===== src/rtl/servant_spi_slave_sync.sv =====
// SPI mode-0 slave bridging the servant RAM as an FRAM-style serial memory.
// All logic runs on i_clk; SCK/CS/MOSI are oversampled through synchronisers.
module servant_spi_slave_sync #(
    parameter int unsigned ADDR_WIDTH  = 18,
    parameter int unsigned ADDR_BYTES  = 3,
    parameter logic [31:0] DEVICE_ID   = 32'h047F4803,
    parameter int unsigned SYNC_STAGES = 2
) (
    input  logic                  i_clk,
    input  logic                  i_rst,
    input  logic                  spi_sck,
    input  logic                  spi_cs,
    input  logic                  spi_mosi,
    output logic                  spi_miso,
    output logic [ADDR_WIDTH-1:0] o_ram_addr,
    output logic [7:0]            o_ram_wdata,
    output logic                  o_ram_we,
    output logic                  o_ram_req,
    input  logic                  i_ram_ack,
    input  logic [7:0]            i_ram_rdata,
    output logic                  o_underrun
);

    localparam int unsigned BC_W = (ADDR_BYTES > 1) ? $clog2(ADDR_BYTES) : 1;

    localparam logic [7:0] OP_WRSR  = 8'h01;
    localparam logic [7:0] OP_WRITE = 8'h02;
    localparam logic [7:0] OP_READ  = 8'h03;
    localparam logic [7:0] OP_WRDI  = 8'h04;
    localparam logic [7:0] OP_RDSR  = 8'h05;
    localparam logic [7:0] OP_WREN  = 8'h06;
    localparam logic [7:0] OP_FAST  = 8'h0B;
    localparam logic [7:0] OP_RDID  = 8'h9F;

    typedef enum logic [3:0] {
        S_IDLE,
        S_CMD,
        S_ADDR,
        S_DUMMY,
        S_READ,
        S_WRITE,
        S_STATUS,
        S_ID,
        S_WRSR,
        S_IGNORE
    } state_t;

    state_t state_q, state_d;

    logic [SYNC_STAGES-1:0] sck_sync_q, sck_sync_d;
    logic [SYNC_STAGES-1:0] cs_sync_q, cs_sync_d;
    logic [SYNC_STAGES-1:0] mosi_sync_q, mosi_sync_d;
    logic                   sck_prev_q, sck_prev_d;
    logic                   cs_prev_q, cs_prev_d;

    logic [2:0]            bit_cnt_q, bit_cnt_d;
    logic [BC_W-1:0]       byte_cnt_q, byte_cnt_d;
    logic [7:0]            rx_q, rx_d;
    logic [ADDR_WIDTH-1:0] addr_q, addr_d;
    logic [7:0]            op_q, op_d;
    logic                  wel_q, wel_d;
    logic [5:0]            sr_q, sr_d;
    logic                  wr_cmd_q, wr_cmd_d;
    logic [7:0]            tx_q, tx_d;
    logic [1:0]            id_idx_q, id_idx_d;
    logic [7:0]            buf_q, buf_d;
    logic                  buf_vld_q, buf_vld_d;
    logic                  req_q, req_d;
    logic                  we_q, we_d;
    logic [ADDR_WIDTH-1:0] ram_addr_q, ram_addr_d;
    logic [7:0]            wdata_q, wdata_d;
    logic                  underrun_q, underrun_d;

    logic                  sck_s, cs_s, mosi_s;
    logic                  sck_rise, sck_fall, cs_rise, cs_fall;
    logic                  active;
    logic                  byte_end;
    logic                  addr_last;
    logic                  ack_rd;
    logic [7:0]            rx_byte;
    logic [7:0]            status_byte;
    logic [7:0]            id_byte;
    logic [ADDR_WIDTH-1:0] addr_sh;
    logic                  do_rd;
    logic [ADDR_WIDTH-1:0] rd_addr;

    // Synchronised pin views and edge events
    assign sck_s       = sck_sync_q[SYNC_STAGES-1];
    assign cs_s        = cs_sync_q[SYNC_STAGES-1];
    assign mosi_s      = mosi_sync_q[SYNC_STAGES-1];
    assign sck_rise    = sck_s & ~sck_prev_q;
    assign sck_fall    = ~sck_s & sck_prev_q;
    assign cs_rise     = cs_s & ~cs_prev_q;
    assign cs_fall     = ~cs_s & cs_prev_q;
    assign active      = (state_q != S_IDLE) && !cs_rise && !cs_fall;
    assign byte_end    = active && sck_rise && (bit_cnt_q == 3'd7);
    assign addr_last   = (byte_cnt_q == BC_W'(ADDR_BYTES - 1));
    assign ack_rd      = req_q & i_ram_ack & ~we_q;
    assign rx_byte     = {rx_q[6:0], mosi_s};
    assign status_byte = {sr_q, wel_q, 1'b0};
    assign addr_sh     = {addr_q[ADDR_WIDTH-2:0], mosi_s};

    // Device ID byte selected by the rotating index
    always_comb begin
        case (id_idx_q)
            2'd0:    id_byte = DEVICE_ID[31:24];
            2'd1:    id_byte = DEVICE_ID[23:16];
            2'd2:    id_byte = DEVICE_ID[15:8];
            default: id_byte = DEVICE_ID[7:0];
        endcase
    end

    // FSM state register
    always_ff @(posedge i_clk or posedge i_rst) begin
        if (i_rst) state_q <= S_IDLE;
        else       state_q <= state_d;
    end

    // FSM next state: CS edges dominate, otherwise advance on byte boundaries
    always_comb begin
        state_d = state_q;
        if (cs_rise) begin
            state_d = S_IDLE;
        end else if (cs_fall) begin
            state_d = S_CMD;
        end else if (byte_end) begin
            case (state_q)
                S_CMD: begin
                    case (rx_byte)
                        OP_RDSR:                    state_d = S_STATUS;
                        OP_WRSR:                    state_d = S_WRSR;
                        OP_RDID:                    state_d = S_ID;
                        OP_READ, OP_FAST, OP_WRITE: state_d = S_ADDR;
                        default:                    state_d = S_IGNORE;
                    endcase
                end
                S_ADDR: begin
                    if (addr_last) begin
                        if (op_q == OP_READ)      state_d = S_READ;
                        else if (op_q == OP_FAST) state_d = S_DUMMY;
                        else                      state_d = S_WRITE;
                    end
                end
                S_DUMMY: state_d = S_READ;
                S_WRSR:  state_d = S_IGNORE;
                default: state_d = state_q;
            endcase
        end
    end

    // Datapath and output next values driven by the current state and pin events
    always_comb begin
        sck_sync_d  = {sck_sync_q[SYNC_STAGES-2:0], spi_sck};
        cs_sync_d   = {cs_sync_q[SYNC_STAGES-2:0], spi_cs};
        mosi_sync_d = {mosi_sync_q[SYNC_STAGES-2:0], spi_mosi};
        sck_prev_d  = sck_s;
        cs_prev_d   = cs_s;
        bit_cnt_d   = bit_cnt_q;
        byte_cnt_d  = byte_cnt_q;
        rx_d        = rx_q;
        addr_d      = addr_q;
        op_d        = op_q;
        wel_d       = wel_q;
        sr_d        = sr_q;
        wr_cmd_d    = wr_cmd_q;
        tx_d        = tx_q;
        id_idx_d    = id_idx_q;
        buf_d       = buf_q;
        buf_vld_d   = buf_vld_q;
        req_d       = req_q;
        we_d        = we_q;
        ram_addr_d  = ram_addr_q;
        wdata_d     = wdata_q;
        underrun_d  = underrun_q;
        do_rd       = 1'b0;
        rd_addr     = addr_q;

        // A completed request drops req; read data lands in the prefetch buffer
        if (req_q && i_ram_ack) begin
            req_d = 1'b0;
            if (!we_q) begin
                buf_d     = i_ram_rdata;
                buf_vld_d = 1'b1;
            end
        end

        if (cs_fall) begin
            bit_cnt_d  = 3'd0;
            byte_cnt_d = '0;
            tx_d       = 8'h00;
            id_idx_d   = 2'd0;
            buf_vld_d  = 1'b0;
            wr_cmd_d   = 1'b0;
        end else if (cs_rise) begin
            tx_d = 8'h00;
            if (wr_cmd_q) wel_d = 1'b0;
        end else if (active && sck_rise) begin
            rx_d      = rx_byte;
            bit_cnt_d = bit_cnt_q + 3'd1;
            case (state_q)
                S_CMD: begin
                    if (bit_cnt_q == 3'd7) begin
                        op_d = rx_byte;
                        case (rx_byte)
                            OP_WREN:           wel_d    = 1'b1;
                            OP_WRDI:           wel_d    = 1'b0;
                            OP_WRSR, OP_WRITE: wr_cmd_d = 1'b1;
                            default:           wel_d    = wel_q;
                        endcase
                    end
                end
                S_ADDR: begin
                    addr_d = addr_sh;
                    if (bit_cnt_q == 3'd7) begin
                        byte_cnt_d = byte_cnt_q + BC_W'(1);
                        if (addr_last && (op_q == OP_READ)) begin
                            do_rd   = 1'b1;
                            rd_addr = addr_sh;
                        end
                    end
                end
                S_DUMMY: begin
                    if (bit_cnt_q == 3'd7) do_rd = 1'b1;
                end
                S_READ: begin
                    if (bit_cnt_q == 3'd0) do_rd = 1'b1;
                end
                S_WRITE: begin
                    if (bit_cnt_q == 3'd7) begin
                        addr_d = addr_q + ADDR_WIDTH'(1);
                        if (wel_q && !req_q) begin
                            req_d      = 1'b1;
                            we_d       = 1'b1;
                            ram_addr_d = addr_q;
                            wdata_d    = rx_byte;
                        end
                    end
                end
                S_WRSR: begin
                    if ((bit_cnt_q == 3'd7) && wel_q) sr_d = rx_byte[7:2];
                end
                default: rx_d = rx_byte;
            endcase
        end else if (active && sck_fall) begin
            if (bit_cnt_q == 3'd0) begin
                case (state_q)
                    S_STATUS: tx_d = status_byte;
                    S_ID: begin
                        tx_d     = id_byte;
                        id_idx_d = id_idx_q + 2'd1;
                    end
                    S_READ: begin
                        buf_vld_d = 1'b0;
                        if (buf_vld_q) begin
                            tx_d = buf_q;
                        end else if (ack_rd) begin
                            tx_d = i_ram_rdata;
                        end else begin
                            tx_d       = 8'hFF;
                            underrun_d = 1'b1;
                        end
                    end
                    default: tx_d = 8'h00;
                endcase
            end else begin
                tx_d = {tx_q[6:0], 1'b0};
            end
        end

        // Read issue: address always advances, request only if the port is free
        if (do_rd) begin
            addr_d = rd_addr + ADDR_WIDTH'(1);
            if (!req_q) begin
                req_d      = 1'b1;
                we_d       = 1'b0;
                ram_addr_d = rd_addr;
            end
        end
    end

    // Datapath registers
    always_ff @(posedge i_clk or posedge i_rst) begin
        if (i_rst) begin
            sck_sync_q  <= '0;
            cs_sync_q   <= '1;
            mosi_sync_q <= '0;
            sck_prev_q  <= 1'b0;
            cs_prev_q   <= 1'b1;
            bit_cnt_q   <= 3'd0;
            byte_cnt_q  <= '0;
            rx_q        <= 8'h00;
            addr_q      <= '0;
            op_q        <= 8'h00;
            wel_q       <= 1'b0;
            sr_q        <= 6'h00;
            wr_cmd_q    <= 1'b0;
            tx_q        <= 8'h00;
            id_idx_q    <= 2'd0;
            buf_q       <= 8'h00;
            buf_vld_q   <= 1'b0;
            req_q       <= 1'b0;
            we_q        <= 1'b0;
            ram_addr_q  <= '0;
            wdata_q     <= 8'h00;
            underrun_q  <= 1'b0;
        end else begin
            sck_sync_q  <= sck_sync_d;
            cs_sync_q   <= cs_sync_d;
            mosi_sync_q <= mosi_sync_d;
            sck_prev_q  <= sck_prev_d;
            cs_prev_q   <= cs_prev_d;
            bit_cnt_q   <= bit_cnt_d;
            byte_cnt_q  <= byte_cnt_d;
            rx_q        <= rx_d;
            addr_q      <= addr_d;
            op_q        <= op_d;
            wel_q       <= wel_d;
            sr_q        <= sr_d;
            wr_cmd_q    <= wr_cmd_d;
            tx_q        <= tx_d;
            id_idx_q    <= id_idx_d;
            buf_q       <= buf_d;
            buf_vld_q   <= buf_vld_d;
            req_q       <= req_d;
            we_q        <= we_d;
            ram_addr_q  <= ram_addr_d;
            wdata_q     <= wdata_d;
            underrun_q  <= underrun_d;
        end
    end

    assign spi_miso    = tx_q[7];
    assign o_ram_addr  = ram_addr_q;
    assign o_ram_wdata = wdata_q;
    assign o_ram_we    = we_q;
    assign o_ram_req   = req_q;
    assign o_underrun  = underrun_q;

endmodule

===== config.mk =====
export PLATFORM = sky130hd
export DESIGN_NAME = servant_spi_slave_sync
export DESIGN_NICKNAME = d
export VERILOG_FILES = /design/src/rtl/servant_spi_slave_sync.sv
export SDC_FILE = /design/constraint.sdc
export NUM_CORES = 1
export LEC_CHECK = 0
export CAP_MARGIN = 20
export CORE_MARGIN = 3
export CORE_UTILIZATION = 55
export DETAILED_ROUTE_END_ITERATION = 8
export DONT_BUFFER_PORTS = 1
export PLACE_DENSITY_LB_ADDON = 0.25
export SYNTH_ARGS = -nofsm -noshare
export SYNTH_HDL_FRONTEND = slang
export SYNTH_SLANG_ARGS = --single-unit

===== constraint.sdc =====
create_clock -name i_clk -period 12.3 [get_ports i_clk]
set_clock_uncertainty 0.15 [all_clocks]
set_input_delay 3.69 -clock i_clk [delete_from_list [all_inputs] [get_ports i_clk]]
set_output_delay 3.69 -clock i_clk [all_outputs]
set_load 0.02 [all_outputs]

==> flow_summary.yaml <==
die:
  io_pins: 44
  start_util_pct: 56.69
  die_area_um2: 12580
  placementRows: 38
  fp.dieW_um: 112.2
  die_h_um: 112.2
  core-area_um2: 10940
sta:
  post-route-period-util_pct: 42.77
  worstMarginPinSlew_ns: 1.046
  rsz0062_at_grt: "no"
  min_period_ns: 5.261
  tns_ns: 0
  slew_violations: 0
  finalSetupViolations: 0
  fmax_ghz: 0.1901
  report.final.hold_viol_count: 0
  slew_headroom_pct: 29.27
  hold_slack_ns: 0.1998
synthesis:
  synth_fa_ha_area_share_pct: 2.220
  synth_top_family_by_area: "compound AO/OA/AOI/OAI gates"
  synth_async_sr_flop_share_pct: 100.0
  synth_area_leader_cell: "dfrtp_1"
  avgSynthCellArea_um2: 9.451
  yosysWarningCount: 0
  synth_ff_type: "dfrtp_1"
  ys_ff_latch: 106
  synth_edf_count: 0
  synthesis.nets: 681
  yosys-top-cells-area: "dfrtp_1, mux2_2, nand2_1"
  synth_commonest_cells: "dfrtp_1, nand2_1, clkbuf_1, o21ai_0"
  synth_area_um2: 6200
  synth_compound_area_share_pct: 21.61
  syn_inst: 656
  synth_xor_xnor_area_share_pct: 1.978
  synthMuxAreaShare_pct: 7.346
  yosysMostFrequentCell: "dfrtp_1"
  yosysSeqAreaShare_pct: 42.85
  synthSimpleGateAreaFrac_pct: 19.29
  yosysUniqueCellTypes: 78
  synth_top_area_share_pct: 41.57
route:
  first_iter_violations: 581
  detail_route.wl_per_cell_um: 20.46
  top_layer: "met4"
  drc: 1
  wl_met2_um: 7064
  finalWirelength_um: 15590
  num_vias: 5193
  final_antenna_net_count: 0
  drtPass1Iterations: 7
  wl_met1_um: 7190
  vias_per_cell: 6.815
  dr_wl_met3_um: 1146
placed_design:
  placed_area_um2: 6202
  dpl.hpwl_um: 10430
  io_buffers: 0
  place.gp.congestion: 0.9336
cts:
  clock_sinks: 106
  cts_tree: "built"
  cts.htree.levels: 3
  clockRootBuffer: "clkbuf_16"
  cts_setup_buffers: 0
  cts_made_buffers: 9
  holdBufCountCts: 0
  post_cts_resized: 0
  clkTransAtPathRegs_ns: 0.07
  clock_latency_ns: 0.36
  cts_buffer_depth: 2
critical_path:
  reg2reg_from: "state_q[3]"
  rr_worst_depth: 12
  end_kind: "register"
  r2r-end: "addr_q[16]"
  crit_path_start_kind: "input pin"
  worstPathArrival_ns: 5.35
  cp.required_ns: 12.39
  rrSetupSlack_ns: 7.35
  path_class: "input pin to register"
  crit_fanout: 18
run_status:
  violations: "DRC"
  status: "finished, violations left"
final_layout:
  area_growth_pct: 4.622
  n_antenna_cell: 0
  drive_gt1_share_pct: 14.31
  final_area_um2: 6486
  nets: 642
global_routing:
  grt_usage_pct: 25.78
  antenna_found_initial: 0
  grt-ovfl-total: 0
  grt_max_degree: 74
  grt_pass1_vias: 5105
  grt_pass1_wl_um: 26590
worst_hold_path:
  hold_end: "mosi_sync_q[1]"
  hp-start: "mosi_sync_q[0]"
  min_path_cells: 0
  min_path_type: "register to register"
power_and_ir_drop:
  powerDensity_nw_per_um2: 146.1
  ir_drop_uv: 131.4
  power.leakage_nw: 2.758
flow_run:
  max_cap_violations: 0
[area by class of cell]
cell class,count,area [um2]
inverters,19,73.82
clock inverters,7,58.81
fillers,945,4449
repair buffers,4,30.03
multi-input cells,477,3267
well taps,140,175.2
clock buffers,9,225.2
flip-flops and latches,106,2656
[flip-flops by register name, indices dropped and copies added, names as in the netlist, 6 cells and up]
signal and count:
addr_q 18, rx_q 7, o_ram_wdata 8, sr_q 6, tx_q 8, buf_q 8
op_q 8, o_ram_addr 18
[critical path: stages]
cell      delay (ns)
nand3b_1        0.46
o21ai_0         0.43
nand2_1         0.10
a222oi_1        0.31
nor2_1          0.09
a221o_1         0.27
[layout by cell type (no fill, tap or decap), types with 4 or more instances in the layout]
master,n
nand2_1,68
mux2i_1,5
nand3_1,17
and2_1,6
o22ai_1,4
a22o_1,6
a22oi_1,4
nor4_1,6
a31oi_1,8
xor2_1,6
o32ai_1,4
nor3_1,14
xnor2_1,8
clkbuf_16,9
a221o_1,7
nand2b_1,5
o211ai_1,9
or3_1,22
a21o_1,6
nor2b_1,5
o221ai_1,4
nor3b_1,4
o221a_2,16
buf_4,4
inv_1,17
or4_1,5
nand4_1,8
dfrtp_1,103
ha_1,11
a211oi_1,4
and3_1,9
a21oi_1,33
and4_1,4
nor2_1,36
a222oi_1,4
mux2_2,36
o21ai_0,42
[metal layers]
| layer | track usage (%) | vias up |
|---|---|---|
| li1 | - | 2376 |
| met1 | 37.46 | 2584 |
| met2 | 38.58 | 210 |
| met3 | 6.577 | 23 |
| met4 | 7.212 | 0 |
| met5 | 0 | - |
[stage by stage]
stage / cells / total power, mW / utilization, % / setup slack (ns)
after floorplan: 656 / 0.6076 / - / 5.676
after global placement: 746 / 0.6530 / 56.72 / 6.854
after detailed placement: 746 / 0.6642 / 56.72 / 6.738
after CTS: 762 / 0.9469 / 59.31 / 7.098
after global routing: 762 / 1.002 / 59.31 / 6.961
final: 762 / 0.9476 / 59.31 / 7.039
[worst max path at each step]
stage / slack, ns / startpoint / depth (start not counted) / end
6_report: 7.04 / i_ram_ack / 6 / tx_q[3]
5_1_grt: 6.96 / i_ram_ack / 6 / tx_q[3]
4_1_cts: 7.10 / o_ram_req / 0 / o_ram_req
3_5_place_dp: 6.74 / i_ram_ack / 6 / tx_q[3]
3_3_place_gp: 6.85 / i_ram_ack / 6 / tx_q[3]
2_1_floorplan: 5.68 / i_rst / 1 / addr_q[0]
[cells by family (layout without fill, tap and decap cells)]
group,Yosys count,in the layout
adder cells (fa/ha/maj),11,11
multiplexers,41,41
buffers and inverters,73,39
XOR/XNOR,14,14
AND/OR/NAND/NOR,227,227
flip-flops,106,106
AO/OA/AOI/OAI,184,184
[report_power, final]
group          internal, mW  switching [mW]
clock                 0.141           0.141
combinational        0.0890           0.115
sequential            0.381          0.0809
total                 0.611           0.337
No activity file was read; power rests on OpenSTA's default activity.
